$ cat src/rtl/config_loader.sv
// rtl/config_loader.sv - byte-fed serial scan-chain loader with divided scan clock
// Output flops follow the FSM state one cycle behind; word_ready tracks the next state so the byte handshake is exact.
module config_loader #(
  parameter int CLK_DIV   = 2,
  parameter int CNT_WIDTH = 16
) (
  input  logic                 clk,
  input  logic                 reset,
  input  logic                 start,
  input  logic                 chain_sel,
  input  logic [CNT_WIDTH-1:0] total_bits,
  input  logic                 word_valid,
  input  logic [7:0]           word_data,
  output logic                 word_ready,
  output logic                 scan_clk,
  output logic                 clb_scan_in,
  output logic                 clb_scan_en,
  output logic                 conn_scan_in,
  output logic                 conn_scan_en,
  output logic                 busy,
  output logic                 done,
  output logic [CNT_WIDTH-1:0] bits_sent
);

  typedef enum logic [2:0] {
    ST_IDLE,
    ST_LOAD,
    ST_SHIFT_LO,
    ST_SHIFT_HI,
    ST_DONE
  } state_e;

  localparam logic [7:0] DIV_LAST = 8'(CLK_DIV - 1);

  state_e               state_q, state_d;
  logic [CNT_WIDTH-1:0] total_q, total_d;
  logic                 sel_q, sel_d;
  logic [7:0]           shreg_q, shreg_d;
  logic [2:0]           bit_idx_q, bit_idx_d;
  logic [7:0]           div_cnt_q, div_cnt_d;
  logic [CNT_WIDTH-1:0] bits_sent_q, bits_sent_d;
  logic [CNT_WIDTH-1:0] bits_inc;
  logic                 div_last;

  logic word_ready_q, word_ready_d;
  logic scan_clk_q, scan_clk_d;
  logic clb_in_q, clb_in_d, clb_en_q, clb_en_d;
  logic conn_in_q, conn_in_d, conn_en_q, conn_en_d;
  logic busy_q, busy_d;
  logic done_q, done_d;
  logic shifting, active;

  assign bits_inc = bits_sent_q + CNT_WIDTH'(1);
  assign div_last = (div_cnt_q == DIV_LAST);

  always_comb begin
    state_d     = state_q;
    total_d     = total_q;
    sel_d       = sel_q;
    shreg_d     = shreg_q;
    bit_idx_d   = bit_idx_q;
    div_cnt_d   = div_cnt_q;
    bits_sent_d = bits_sent_q;
    case (state_q)
      ST_IDLE: begin
        if (start) begin
          bits_sent_d = '0;
          if (total_bits != '0) begin
            total_d = total_bits;
            sel_d   = chain_sel;
            state_d = ST_LOAD;
          end else begin
            state_d = ST_DONE;
          end
        end
      end
      ST_LOAD: begin
        if (word_valid && word_ready_q) begin
          shreg_d   = word_data;
          bit_idx_d = 3'd0;
          div_cnt_d = 8'd0;
          state_d   = ST_SHIFT_LO;
        end
      end
      ST_SHIFT_LO: begin
        if (div_last) begin
          div_cnt_d = 8'd0;
          state_d   = ST_SHIFT_HI;
        end else begin
          div_cnt_d = div_cnt_q + 8'd1;
        end
      end
      ST_SHIFT_HI: begin
        if (div_last) begin
          div_cnt_d   = 8'd0;
          bits_sent_d = bits_inc;
          shreg_d     = {shreg_q[6:0], 1'b0};
          bit_idx_d   = bit_idx_q + 3'd1;
          if (bits_inc == total_q)   state_d = ST_DONE;
          else if (bit_idx_q == 3'd7) state_d = ST_LOAD;
          else                        state_d = ST_SHIFT_LO;
        end else begin
          div_cnt_d = div_cnt_q + 8'd1;
        end
      end
      ST_DONE: state_d = ST_IDLE;
      default: state_d = ST_IDLE;
    endcase
  end

  always_comb begin
    shifting     = (state_q == ST_SHIFT_LO) || (state_q == ST_SHIFT_HI);
    active       = shifting || (state_q == ST_LOAD);
    word_ready_d = (state_d == ST_LOAD);
    scan_clk_d   = (state_q == ST_SHIFT_HI);
    busy_d       = active;
    done_d       = (state_q == ST_DONE);
    clb_en_d     = active && !sel_q;
    conn_en_d    = active && sel_q;
    clb_in_d     = shifting && !sel_q && shreg_q[7];
    conn_in_d    = shifting && sel_q && shreg_q[7];
  end

  always_ff @(posedge clk) begin
    if (reset) begin
      state_q      <= ST_IDLE;
      total_q      <= '0;
      sel_q        <= 1'b0;
      shreg_q      <= 8'd0;
      bit_idx_q    <= 3'd0;
      div_cnt_q    <= 8'd0;
      bits_sent_q  <= '0;
      word_ready_q <= 1'b0;
      scan_clk_q   <= 1'b0;
      clb_in_q     <= 1'b0;
      clb_en_q     <= 1'b0;
      conn_in_q    <= 1'b0;
      conn_en_q    <= 1'b0;
      busy_q       <= 1'b0;
      done_q       <= 1'b0;
    end else begin
      state_q      <= state_d;
      total_q      <= total_d;
      sel_q        <= sel_d;
      shreg_q      <= shreg_d;
      bit_idx_q    <= bit_idx_d;
      div_cnt_q    <= div_cnt_d;
      bits_sent_q  <= bits_sent_d;
      word_ready_q <= word_ready_d;
      scan_clk_q   <= scan_clk_d;
      clb_in_q     <= clb_in_d;
      clb_en_q     <= clb_en_d;
      conn_in_q    <= conn_in_d;
      conn_en_q    <= conn_en_d;
      busy_q       <= busy_d;
      done_q       <= done_d;
    end
  end

  assign word_ready   = word_ready_q;
  assign scan_clk     = scan_clk_q;
  assign clb_scan_in  = clb_in_q;
  assign clb_scan_en  = clb_en_q;
  assign conn_scan_in = conn_in_q;
  assign conn_scan_en = conn_en_q;
  assign busy         = busy_q;
  assign done         = done_q;
  assign bits_sent    = bits_sent_q;

endmodule

$ cat config.mk
export PLATFORM = sky130hd
export DESIGN_NAME = config_loader
export DESIGN_NICKNAME = d
export VERILOG_FILES = /design/src/rtl/config_loader.sv
export SDC_FILE = /design/constraint.sdc
export NUM_CORES = 1
export LEC_CHECK = 0
export BUFFER_PORTS_ARGS = -buffer_cell sky130_fd_sc_hd__clkbuf_2
export CAP_MARGIN = 20
export CORE_MARGIN = 3
export CORE_UTILIZATION = 56
export DETAILED_ROUTE_END_ITERATION = 16
export MAX_ROUTING_LAYER = met4
export PLACE_DENSITY = 0.77
export SYNTH_ARGS = -nofsm -noshare
export SYNTH_HDL_FRONTEND = slang
export SYNTH_SLANG_ARGS = --single-unit
$ cat constraint.sdc
create_clock -name clk -period 3 [get_ports clk]
set_input_delay 0.3 -clock clk [delete_from_list [all_inputs] [get_ports clk]]
set_output_delay 0.3 -clock clk [all_outputs]
set_load 0.01 [all_outputs]
== After elaboration in Yosys (flattened, before gate mapping) ==
Index checks and enable logic that the tools add are counted.

* Output and inout port bits: 24
* Flip-flop bits (word level): 63
* Logic and storage cells: 69
* Input port bits: 29

* Eq/ne operators: 11
* $add $sub $neg: 3
* Reductions and logical operators: 20
* Muxes and demuxes: 20

{| class="wikitable"
|+ Operators by type and width
! cell !! count
|-
| two-way mux 16 bit || 2
|-
| two-way mux 8 bit || 4
|-
| case mux 16 bit (2 select lines) || 1
|-
| case mux 8 bit (2 select lines) || 2
|-
| two-way mux 3 bit || 8
|-
| adder 16 x 1 -> 16 bit (second input constant) || 1
|-
| equality test 16 bit || 1
|-
| nonzero test 16 bit || 1
|-
| case mux 3 bit (4 select lines) || 1
|-
| AND reduction 3 bit || 3
|-
| adder 8 x 1 -> 8 bit (second input constant) || 1
|-
| equality test 8 x 1 -> 1 bit (second input constant) || 1
|-
| logical AND 1 bit || 7
|-
| equality test 3 x 1 -> 1 bit (second input constant) || 2
|-
| equality test 3 x 2 -> 1 bit (second input constant) || 2
|-
| equality test 3 bit (second input constant) || 2
|-
| != test 2 bit (second input constant) || 3
|-
| case mux 3 bit (2 select lines) || 1
|-
| nonzero test 2 bit || 3
|-
| adder 3 x 1 -> 3 bit (second input constant) || 1
|-
| zero test 3 bit || 1
|-
| logical OR 1 bit || 2
|-
| two-way mux 2 bit || 1
|-
| AND reduction 2 bit || 1
|-
| other kinds (2) || 2
|}

== Depth between registers and ports, before layout ==
Gate-level depths: netlist of run 1.

* Depth after elaboration: 6
* Depth in mapped cells: 9
* Depth with buffers taken out: 9

== Worst setup path before layout of run 1 ==
No wires, ideal clock.

* Path kind: flip-flop to flip-flop
* Start: register bits_sent_q[0], in the netlist bits_sent[0]
* End: register word_ready_q, in the netlist word_ready
* Stages on the path, launching flop included: 9
* Setup slack: 655 ps
* Setup time: 115 ps
* Arrival time: 2,230 ps
* Data required time: 2,885 ps
* Buffers on the path: 0
* Clock period less this slack: 2,345 ps
* Path through: dfxtp_1 -> ha_1 -> nand3_1 -> nor4_1 -> xnor2_1 -> o2111a_1 -> nand4_2 -> a22o_1 -> and3_1

* Longest elaborated chain between the ends: 6

{| class="wikitable"
|+ Ends and longest elaborated chain
! element !! line !! source
|-
| start, declared || 41 || <nowiki>logic [CNT_WIDTH-1:0] bits_sent_q, bits_sent_d;</nowiki>
|-
| start signal, assigned || 148 || <nowiki>bits_sent_q <= bits_sent_d;</nowiki>
|-
| adder 16 x 1 -> 16 bit || 53 || <nowiki>assign bits_inc = bits_sent_q + CNT_WIDTH'(1);</nowiki>
|-
| equality test 16 bit || 99 || <nowiki>if (bits_inc == total_q) state_d = ST_DONE;</nowiki>
|-
| two-way mux 3 bit || 99 ||
|-
| two-way mux 3 bit || 94 || <nowiki>if (div_last) begin</nowiki>
|-
| case mux 3 bit (4 select lines) || 64 || <nowiki>case (state_q)</nowiki>
|-
| equality test 3 x 1 -> 1 bit || 114 || <nowiki>word_ready_d = (state_d == ST_LOAD);</nowiki>
|-
| end signal, assigned || 149 || <nowiki>word_ready_q <= word_ready_d;</nowiki>
|-
| end, declared || 45 || <nowiki>logic word_ready_q, word_ready_d;</nowiki>
|}

No other way between the ends.
A chain may end at the register's enable or synchronous reset.

== Worst setup path after layout of run 1 ==
* Start: register bits_sent_q[1], in the netlist bits_sent[1]
* End: register word_ready_q, in the netlist word_ready

The elaborated chain is that of the path after synthesis.

==> results.sh, run 1 <==
export IMPL_cts_root_buf="clkbuf_8"
export IMPL_worst_r2r_setup_slack_ns=0.43
export IMPL_avgSynthCellArea_sq_um=8.25
export IMPL_num_antenna_cells=0
export IMPL_yosys_area_top_type_share_pct=39.3
export IMPL_dp_slack_ns=0.450
export IMPL_combPwrFrac_pct=8.9
export IMPL_hold_buffers=0
export IMPL_relSlewSlack_pct=38.6
export IMPL_synth_top_area_cell="dfxtp_1"
export IMPL_skew_ns=0.0114
export IMPL_p_per_area_nw_per_um2=496
export IMPL_syn2layout_area_growth_pct=16.0
export IMPL_synth_compound_area_share_pct=16.0
export IMPL_ir_worst_vdd_mv=0.399
export IMPL_fin_nets=467
export IMPL_finalCritPeriodShare_pct=85.8
export IMPL_grt_pass1_wl_um=13200
export IMPL_cts_buffer_depth=2
export IMPL_reg2reg_to="word_ready"
export IMPL_start_kind="flip-flop"
export IMPL_drv_slew=0
export IMPL_synth_area_leaders="dfxtp_1 (39%), nor2_1 (8.0%), mux2i_1 (5.3%), a21oi_1 (4.1%), nand3_1 (3.3%)"
export IMPL_die_w_um=81.7
export IMPL_muxShareOfSynthArea_pct=5.66
export IMPL_via_count=3009
export IMPL_firstDrtPassIters=5
export IMPL_endpoint_kind="flip-flop"
export IMPL_sw_frac_of_total_pct=25.0
export IMPL_cts_resized=0
export IMPL_syn_inst=389
export IMPL_rsz0062_at_grt="no"
export IMPL_whs_ns=0.179
export IMPL_p_switching_uw=462
export IMPL_ys_types=48
export IMPL_drive_gt1_share_pct=18.5
export IMPL_antenna_found_initial=0
export IMPL_start_util_pct=60.1
export IMPL_power_leakage_uw=0.00156
export IMPL_synthXorXnorAreaFrac_pct=5.46
export IMPL_grt_util_all_layers_pct=26.5
export IMPL_min_delay_start="word_data[0]"
export IMPL_drt_iter0_drc=290
export IMPL_r2r_start="bits_sent[1]"
export IMPL_holdPathEnd="shreg_q[0]"
export IMPL_syn_cell_area_sq_um=3210
export IMPL_cts_sinks=63
export IMPL_p_int_uw=1390
export IMPL_io_pins=53
export IMPL_die_h_um=81.7
export IMPL_path_max_fanout=7
export IMPL_tns_ns=0
export IMPL_cts_tree="yes"
export IMPL_dpl_hpwl_um=5480
export IMPL_rows=26
export IMPL_worst_pin_slew_ns=0.918
export IMPL_clock_fmax_mhz=389
export IMPL_synth_most_common_cell="nor2_1"
export IMPL_ys_top_cells_by_count="nor2_1 (68), dfxtp_1 (63), nand2_1 (27)"
export IMPL_io_buffer_count=52
export IMPL_dieArea_sq_um=6670
export IMPL_setup_viol=0
export IMPL_required_ns=3.24
export IMPL_synthArstFlopShare_pct=0
export IMPL_routedWlPerCell_um=15.3
export IMPL_path_clk_slew_ns=0.07
export IMPL_routed_wl_um=7790
export IMPL_ff2ff_path_depth=8
export IMPL_outcome="finished, final reports clean"
export IMPL_worst_slack_ns=0.427
export IMPL_post_cts_setup_buffers=0
export IMPL_coreArea_sq_um=5340
export IMPL_yosys_area_share_simple_pct=27.7
export IMPL_synth_top_family_by_area="simple AND/OR/NAND/NOR gates"
export IMPL_crit_arrival_ns=2.81
export IMPL_htreeDepth=3
export IMPL_overflow=0
export IMPL_synthFlopType="dfxtp_1"
export IMPL_crit_type="flip-flop to flip-flop"
export IMPL_ys_seq_area_share_pct=39.3
export IMPL_synth_fp_nets=423
export IMPL_fin_crit_ns=2.57
export IMPL_ys_warnings_count=0
export IMPL_gp_congestion=0.910
export IMPL_drc=0
export IMPL_finalHoldViolations=0
export IMPL_holdPathStages=3
export IMPL_pwr_share_clk_pct=43.0
export IMPL_synth_fa_ha_area_share_pct=1.95
export IMPL_ys_seq_elements=63
export IMPL_cts_buffers=9
export IMPL_pwr_share_seq_pct=48.2
export IMPL_synth_edf_count=0
export IMPL_viasPerCell=5.92
export IMPL_drtAntennaViolNets=0
export IMPL_clock_latency_ns=0.34
export IMPL_grt_max_degree=55
export IMPL_hold_class="input port to flip-flop"
export IMPL_grt_pass1_vias=2683
export IMPL_cap_violations=0
[cell type report]
class	instances	area, sq um
clock inverter	4	51.3
timing repair buffer	60	320
tap	70	87.6
inverter	5	18.8
fill	468	1610
multi-input combinational	294	1820
clock buffer	12	165
sequential	63	1260
[flip-flops by register name, summed over array words and instances (netlist names), 3 cells and up]
register	count
bit_idx_q	3
bits_sent	16
div_cnt_q	8
shreg_q	8
state_q	3
total_q	16
[cells in the final DEF, fill, tap and decap left out, types with 7 or more instances in the layout]
cell type,n
o21ai_0,15
clkbuf_2,52
xor2_1,12
nand4_1,11
a311oi_1,8
xnor2_1,8
nor4_1,9
dfxtp_1,63
mux2i_1,17
nor2_1,68
a31oi_1,7
clkbuf_8,12
a21oi_1,26
nand2_1,27
nand3_1,21
buf_4,8
[stage by stage]
step	cell area, sq um	total power [uW]	instances	utilization [%]
global route	3720	1930	508	69.8
global placement	3510	1070	492	65.7
finish	3720	1850	508	69.8
floorplan	3210	1010	389	-
detailed placement	3510	1070	492	65.7
CTS	3720	1860	508	69.8
[worst max-delay path: stages, from the launching register on]
cell and delay [ns]:
dfxtp_1 0.41, ha_1 0.28, nand3_1 0.24, nor4_1 0.59
xnor2_1 0.18, o2111a_1 0.24, nand4_2 0.13, a22o_1 0.24
and3_1 0.16
[worst max-delay path by stage]
stage | from | slack (ns) | endpoint
floorplan | bits_sent[0] | 0.65 | word_ready
global placement | bits_sent[4] | 0.57 | word_ready
detailed placement | bits_sent[4] | 0.45 | word_ready
CTS | bits_sent[4] | 0.44 | word_ready
global route | bits_sent[1] | 0.21 | word_ready
finish | bits_sent[1] | 0.43 | word_ready
[kinds of logic (layout without fill, tap and decap cells)]
group           count (synthesis)  in the layout
compound gates                 77             77
xor+xnor                       20             20
fa+ha+maj                       5              5
buf+inv                        32             81
flops                          63             63
mux                            18             18
simple gates                  174            174
[power groups by stage]
stage,combinational [uW],sequential (uW),clock [uW]
floorplan,114,897,0
global placement,160,906,0
detailed placement,163,907,0
CTS,165,888,805
global route,185,892,851
finish,164,890,793
[metal layers]
| layer | wire length [um] | global-route usage [%] |
|---|---|---|
| met5 | 0 | - |
| met4 | 125 | 9.14 |
| met3 | 398 | 4.93 |
| met2 | 3410 | 36.9 |
| met1 | 3860 | 38.2 |
(Power assumes the default switching activity.)
==> inputs of run 2 (changes only) <==
--- a/config.mk
+++ b/config.mk
@@ -8,10 +8,10 @@
 export BUFFER_PORTS_ARGS = -buffer_cell sky130_fd_sc_hd__clkbuf_2
 export CAP_MARGIN = 20
 export CORE_MARGIN = 3
-export CORE_UTILIZATION = 56
+export CORE_UTILIZATION = 51
 export DETAILED_ROUTE_END_ITERATION = 16
 export MAX_ROUTING_LAYER = met4
-export PLACE_DENSITY = 0.77
+export PLACE_DENSITY = 0.74
 export SYNTH_ARGS = -nofsm -noshare
 export SYNTH_HDL_FRONTEND = slang
 export SYNTH_SLANG_ARGS = --single-unit
==> constraint.sdc (replaced) <==
create_clock -name clk -period 2.17 [get_ports clk]
set_input_delay 0.217 -clock clk [delete_from_list [all_inputs] [get_ports clk]]
set_output_delay 0.217 -clock clk [all_outputs]
set_load 0.01 [all_outputs]
==> run 2 against run 1 <==
Register-to-register slack lost 0.38 ns. Final cell count grew 5.9%. Sequential share of layout area down 2.2 points. Critical endpoint unchanged. Setup slack got worse by 0.38 ns. Critical path type unchanged. Clock skew decreased by 0.0056 ns. Clock power is 25% higher.
==> results.sh, run 2 (synthesized netlist as in run 1, its figures left out) <==
export IMPL_dp_slack_ns=-0.0385
export IMPL_gp_congestion=0.857
export IMPL_routed_wl_um=8230
export IMPL_cp_slowest_cell="dfxtp_4"
export IMPL_power_leakage_uw=0.00171
export IMPL_mostFrequentLayoutCell="nor2_1"
export IMPL_cp_top_family="compound AO/OA/AOI/OAI gates"
export IMPL_drtAntennaViolNets=0
export IMPL_cts_buffers=9
export IMPL_clock_latency_ns=0.34
export IMPL_reg2reg_to="word_ready"
export IMPL_place_inst=522
export IMPL_drive_gt1_share_pct=28.3
export IMPL_worst_r2r_setup_slack_ns=0.04
export IMPL_drv_slew=0
export IMPL_crit_type="flip-flop to flip-flop"
export IMPL_fin_nets=492
export IMPL_via_count=3110
export IMPL_r2r_start="bits_sent[1]"
export IMPL_setup_viol=0
export IMPL_drt_iter0_drc=235
export IMPL_routedWlPerCell_um=15.3
export IMPL_ff2ff_path_depth=8
export IMPL_die_h_um=85.3
export IMPL_rows=28
export IMPL_antenna_found_initial=0
export IMPL_path_clk_slew_ns=0.07
export IMPL_die_w_um=85.3
export IMPL_grt_pass1_wl_um=13200
export IMPL_required_ns=2.41
export IMPL_met3_usage_pct=4.08
export IMPL_grt_util_all_layers_pct=23.4
export IMPL_hold_class="input port to flip-flop"
export IMPL_firstDrtPassIters=4
export IMPL_clock_fmax_mhz=470
export IMPL_viasPerCell=5.78
export IMPL_grt_util_met1_pct=32.4
export IMPL_num_antenna_cells=0
export IMPL_dieArea_sq_um=7280
export IMPL_cap_violations=0
export IMPL_final_cell_mix="nor2_1 (67), dfxtp_1 (57), clkbuf_2 (52)"
export IMPL_crit_chain="ha_4 -> and3_4 -> a31oi_2 -> o2111ai_2 -> a2111oi_4 -> nand4_2 -> a22o_1 -> and3_1"
export IMPL_finalHoldViolations=0
export IMPL_hold_buffers=0
export IMPL_crit_buf_inv=0
export IMPL_fin_crit_ns=2.13
export IMPL_endpoint_kind="flip-flop"
export IMPL_finalCritPeriodShare_pct=98.0
export IMPL_rsz0062_at_grt="yes"
export IMPL_outcome="finished, final reports clean"
export IMPL_io_pins=53
export IMPL_use_met2_pct=33.5
export IMPL_worst_slack_ns=0.0431
export IMPL_start_kind="flip-flop"
export IMPL_dpl_hpwl_um=5890
export IMPL_cts_tree="yes"
export IMPL_p_per_area_nw_per_um2=611
export IMPL_crit_arrival_ns=2.37
export IMPL_path_max_fanout=6
export IMPL_holdPathStages=3
export IMPL_worst_pin_slew_ns=0.628
export IMPL_cts_buffer_depth=2
export IMPL_cts_root_buf="clkbuf_8"
export IMPL_ir_worst_vdd_mv=0.467
export IMPL_holdPathEnd="shreg_q[0]"
export IMPL_drc=0
export IMPL_grt_max_degree=55
export IMPL_skew_ns=0.00571
export IMPL_stdcell_count=538
export IMPL_overflow=0
export IMPL_start_util_pct=53.6
export IMPL_syn2layout_area_growth_pct=25.4
export IMPL_coreArea_sq_um=5990
export IMPL_htreeDepth=3
export IMPL_relSlewSlack_pct=58.1
export IMPL_io_buffer_count=52
export IMPL_grt_pass1_vias=2765
export IMPL_cts_sinks=63
export IMPL_min_delay_start="word_data[0]"
export IMPL_grt_busiest_layer="met2"
export IMPL_slowest_delay_ns=0.37
## run 2: changes by cell type in the layout (fill, tap and decap cells not counted), sizes merged
cell,delta
bufinv,-1
clkbuf,+2
buf,+25
inv,-1
## run 2: through the flow
stage / util [%] / TNS (ns) / area (sq um) / total power (uW) / hold WS, ns
detailed placement: 62.3 / -0.0385 / 3730 / 1480 / 0.450
global placement: 62.3 / 0 / 3730 / 1480 / 0.450
finish: 67.2 / 0 / 4020 / 2460 / 0.0913
floorplan: - / 0 / 3260 / 1400 / 0.353
CTS: 65.9 / 0 / 3950 / 2460 / 0.0836
global route: 67.2 / -0.0921 / 4020 / 2560 / 0.101
## run 2: layout make-up
type	instances	area (sq um)
Clock buffer	14	183
Clock inverter	2	12.5
Fill cell	502	1970
Inverter	5	18.8
Multi-Input combinational cell	294	1930
Sequential cell	63	1270
Tap cell	75	93.8
Timing Repair Buffer	85	508
## run 2: what timing repair did
item	in CTS	in global routing
setup endpoints to repair	1	28
pin swaps	0	6
hold endpoints to repair	0	0
resized for setup	4	22
setup buffers	0	0
gates cloned	0	0
## run 2: worst min-delay path: cells and delay by family
kind            cells  cell delay [ns]
buf+inv             1             0.08
compound gates      1             0.05
simple gates        1             0.04
## run 2: worst max path at each step
stage / start / to / slack (ns) / cells after the start
6_report: bits_sent[1] / word_ready / 0.04 / 8
5_1_grt: bits_sent[1] / word_ready / -0.09 / 8
4_1_cts: bits_sent[4] / word_ready / 0.001 / 7
3_5_place_dp: bits_sent[1] / word_ready / -0.04 / 8
3_3_place_gp: bits_sent[0] / word_ready / 0.04 / 8
2_1_floorplan: bits_sent[8] / word_ready / 0.002 / 8
## run 2: layer usage
layer	share of wire, %	up-vias	wire (um)
li1	-	1543	-
met1	46	1459	3760
met2	45	95	3730
met3	7.2	13	589
met4	1.8	0	148
met5	0	-	0
## run 2: power by group
part	switching, uW	internal (uW)
Combinational	141	107
Sequential	32.2	1190
Clock	450	538
==> inputs of run 3 (changes only) <==
--- a/config.mk
+++ b/config.mk
@@ -8,10 +8,12 @@
 export BUFFER_PORTS_ARGS = -buffer_cell sky130_fd_sc_hd__clkbuf_2
 export CAP_MARGIN = 20
 export CORE_MARGIN = 3
-export CORE_UTILIZATION = 51
+export CORE_UTILIZATION = 53
+export CTS_BUF_LIST = sky130_fd_sc_hd__clkbuf_8
 export DETAILED_ROUTE_END_ITERATION = 16
+export HOLD_SLACK_MARGIN = 0.02
 export MAX_ROUTING_LAYER = met4
-export PLACE_DENSITY = 0.74
+export PLACE_DENSITY = 0.77
 export SYNTH_ARGS = -nofsm -noshare
 export SYNTH_HDL_FRONTEND = slang
 export SYNTH_SLANG_ARGS = --single-unit
==> run 3 against run 2 <==
The run now ends with negative setup slack left. Worst hold slack got worse by 0.0014 ns. Clock power barely moved. Sequential share of layout area rose by 0.13 points. Flip-flop and latch count did not move. Total power rose by 0.72%. Design area fell by 0.31%. Largest power group unchanged. Critical path depth did not move. Critical endpoint unchanged. Via count rose by 2.0%.
==> results.sh, run 3 (synthesized netlist as in run 1, its figures left out) <==
export IMPL_start_kind="flip-flop"
export IMPL_drive_gt1_share_pct=27.0
export IMPL_grt_pass1_vias=2819
export IMPL_sw_frac_of_total_pct=25.6
export IMPL_skew_ns=0.0113
export IMPL_num_antenna_cells=0
export IMPL_crit_arrival_ns=2.46
export IMPL_violations="negative setup slack"
export IMPL_start_util_pct=56.5
export IMPL_firstDrtPassIters=8
export IMPL_cts_root_buf="clkbuf_8"
export IMPL_grt_pass1_wl_um=13700
export IMPL_dr_wl_met3_um=628
export IMPL_required_ns=2.42
export IMPL_power_total_uw=2470
export IMPL_rows=27
export IMPL_worst_pin_slew_ns=0.643
export IMPL_viasPerCell=5.90
export IMPL_cts_sinks=63
export IMPL_combPwrFrac_pct=10.1
export IMPL_path_max_fanout=6
export IMPL_grt_util_all_layers_pct=24.9
export IMPL_p_per_area_nw_per_um2=617
export IMPL_coreArea_sq_um=5680
export IMPL_cp_slowest_cell="dfxtp_4"
export IMPL_final_area_sq_um=4010
export IMPL_clock_latency_ns=0.35
export IMPL_relSlewSlack_pct=57.1
export IMPL_fin_nets=495
export IMPL_path_clk_slew_ns=0.07
export IMPL_cts_buffers=9
export IMPL_outcome="complete, but fails checks"
export IMPL_cts_tree="yes"
export IMPL_crit_type="flip-flop to flip-flop"
export IMPL_ir_worst_vdd_mv=0.432
export IMPL_fin_crit_ns=2.21
export IMPL_dieArea_sq_um=7020
export IMPL_pwr_share_clk_pct=40.6
export IMPL_gp_congestion=0.882
export IMPL_dpl_cell_area_sq_um=3740
export IMPL_die_w_um=83.8
export IMPL_overflow=0
export IMPL_final_cell_mix="nor2_1 (67), dfxtp_1 (56), clkbuf_2 (52)"
export IMPL_hold_class="input port to flip-flop"
export IMPL_htreeDepth=3
export IMPL_drc=0
export IMPL_dpl_hpwl_um=5950
export IMPL_tns_ns=-0.0416
export IMPL_io_buffer_count=52
export IMPL_rsz0062_at_grt="yes"
export IMPL_grt_max_degree=55
export IMPL_top_layer="met4"
export IMPL_finalHoldViolations=0
export IMPL_route_met2_wl_um=3790
export IMPL_worst_slack_ns=-0.0416
export IMPL_setup_viol=1
export IMPL_endpoint_kind="flip-flop"
export IMPL_drt_iter0_drc=393
export IMPL_die_h_um=83.8
export IMPL_slowest_delay_ns=0.37
export IMPL_p_switching_uw=632
export IMPL_clock_fmax_mhz=452
export IMPL_cts_buffer_depth=2
export IMPL_syn2layout_area_growth_pct=25.0
export IMPL_cap_violations=0
export IMPL_finalCritPeriodShare_pct=102
export IMPL_drv_slew=0
export IMPL_p_int_uw=1840
export IMPL_mostFrequentLayoutCell="nor2_1"
export IMPL_antenna_found_initial=0
export IMPL_routedWlPerCell_um=15.9
export IMPL_via_count=3173
export IMPL_power_leakage_uw=0.00175
export IMPL_crit_chain="ha_4 -> and3_4 -> a31oi_1 -> o2111ai_1 -> a2111oi_4 -> nand4_2 -> a22o_1 -> and3_1"
export IMPL_io_pins=53
export IMPL_routed_wl_um=8550
export IMPL_wl_met1_um=3950
export IMPL_pwr_share_seq_pct=49.3
export IMPL_drtAntennaViolNets=0
==> run 3: area by class of cell <==
| type | instances | area [sq um] |
|---|---|---|
| clock buffers | 10 | 138 |
| clock inverters | 6 | 53.8 |
| fillers | 444 | 1660 |
| inverters | 5 | 18.8 |
| multi-input cells | 294 | 1890 |
| flip-flops and latches | 63 | 1270 |
| well taps | 72 | 90.1 |
| repair buffers | 88 | 543 |
==> run 3: critical path, delay by kind of cell (launching register included) <==
kind	cells	cell delay (ns)
simple gates	3	0.52
flops	1	0.37
compound gates	4	1.07
fa+ha+maj	1	0.17
==> run 3: what timing repair did <==
action                     in CTS  in global routing
setup endpoints to repair       1                 25
pin swaps                       5                  6
setup buffers                   1                  2
hold buffers                    0                  0
resized for setup               9                 10
==> run 3: metal layers <==
metal | up-vias | GRT usage, %
li1 | 1553 | -
met1 | 1480 | 34.2
met2 | 113 | 35.1
met3 | 27 | 6.52
met4 | 0 | 9.36
met5 | - | -
==> run 3: path summary, 6_finish.rpt <==
check	from	endpoint	slack, ns	cells past startpoint
setup reg to reg	bits_sent[1]	word_ready	-0.04	8
hold / removal	word_data[0]	shreg_q[0]	0.09	3
setup / recovery	bits_sent[1]	word_ready	-0.04	8
hold reg to reg	shreg_q[7]	clb_scan_in	0.47	2
==> run 3: power by group through the flow <==
stage | logic [uW] | clock network [uW] | registers [uW]
floorplan | 158 | 0 | 1240
global placement | 236 | 0 | 1240
detailed placement | 239 | 0 | 1250
CTS | 243 | 1010 | 1220
global route | 272 | 1070 | 1220
finish | 249 | 1010 | 1220
==> run 3: through the flow <==
step	hold WS [ns]	instances	setup slack [ns]	util [%]
2_1_floorplan	0.353	389	0.00162	-
3_3_place_gp	0.449	519	0.0135	65.9
3_5_place_dp	0.450	519	-0.0509	65.9
4_1_cts	0.0875	536	0.00654	70.0
5_1_grt	0.0950	538	-0.0940	70.7
6_report	0.0899	538	-0.0416	70.7
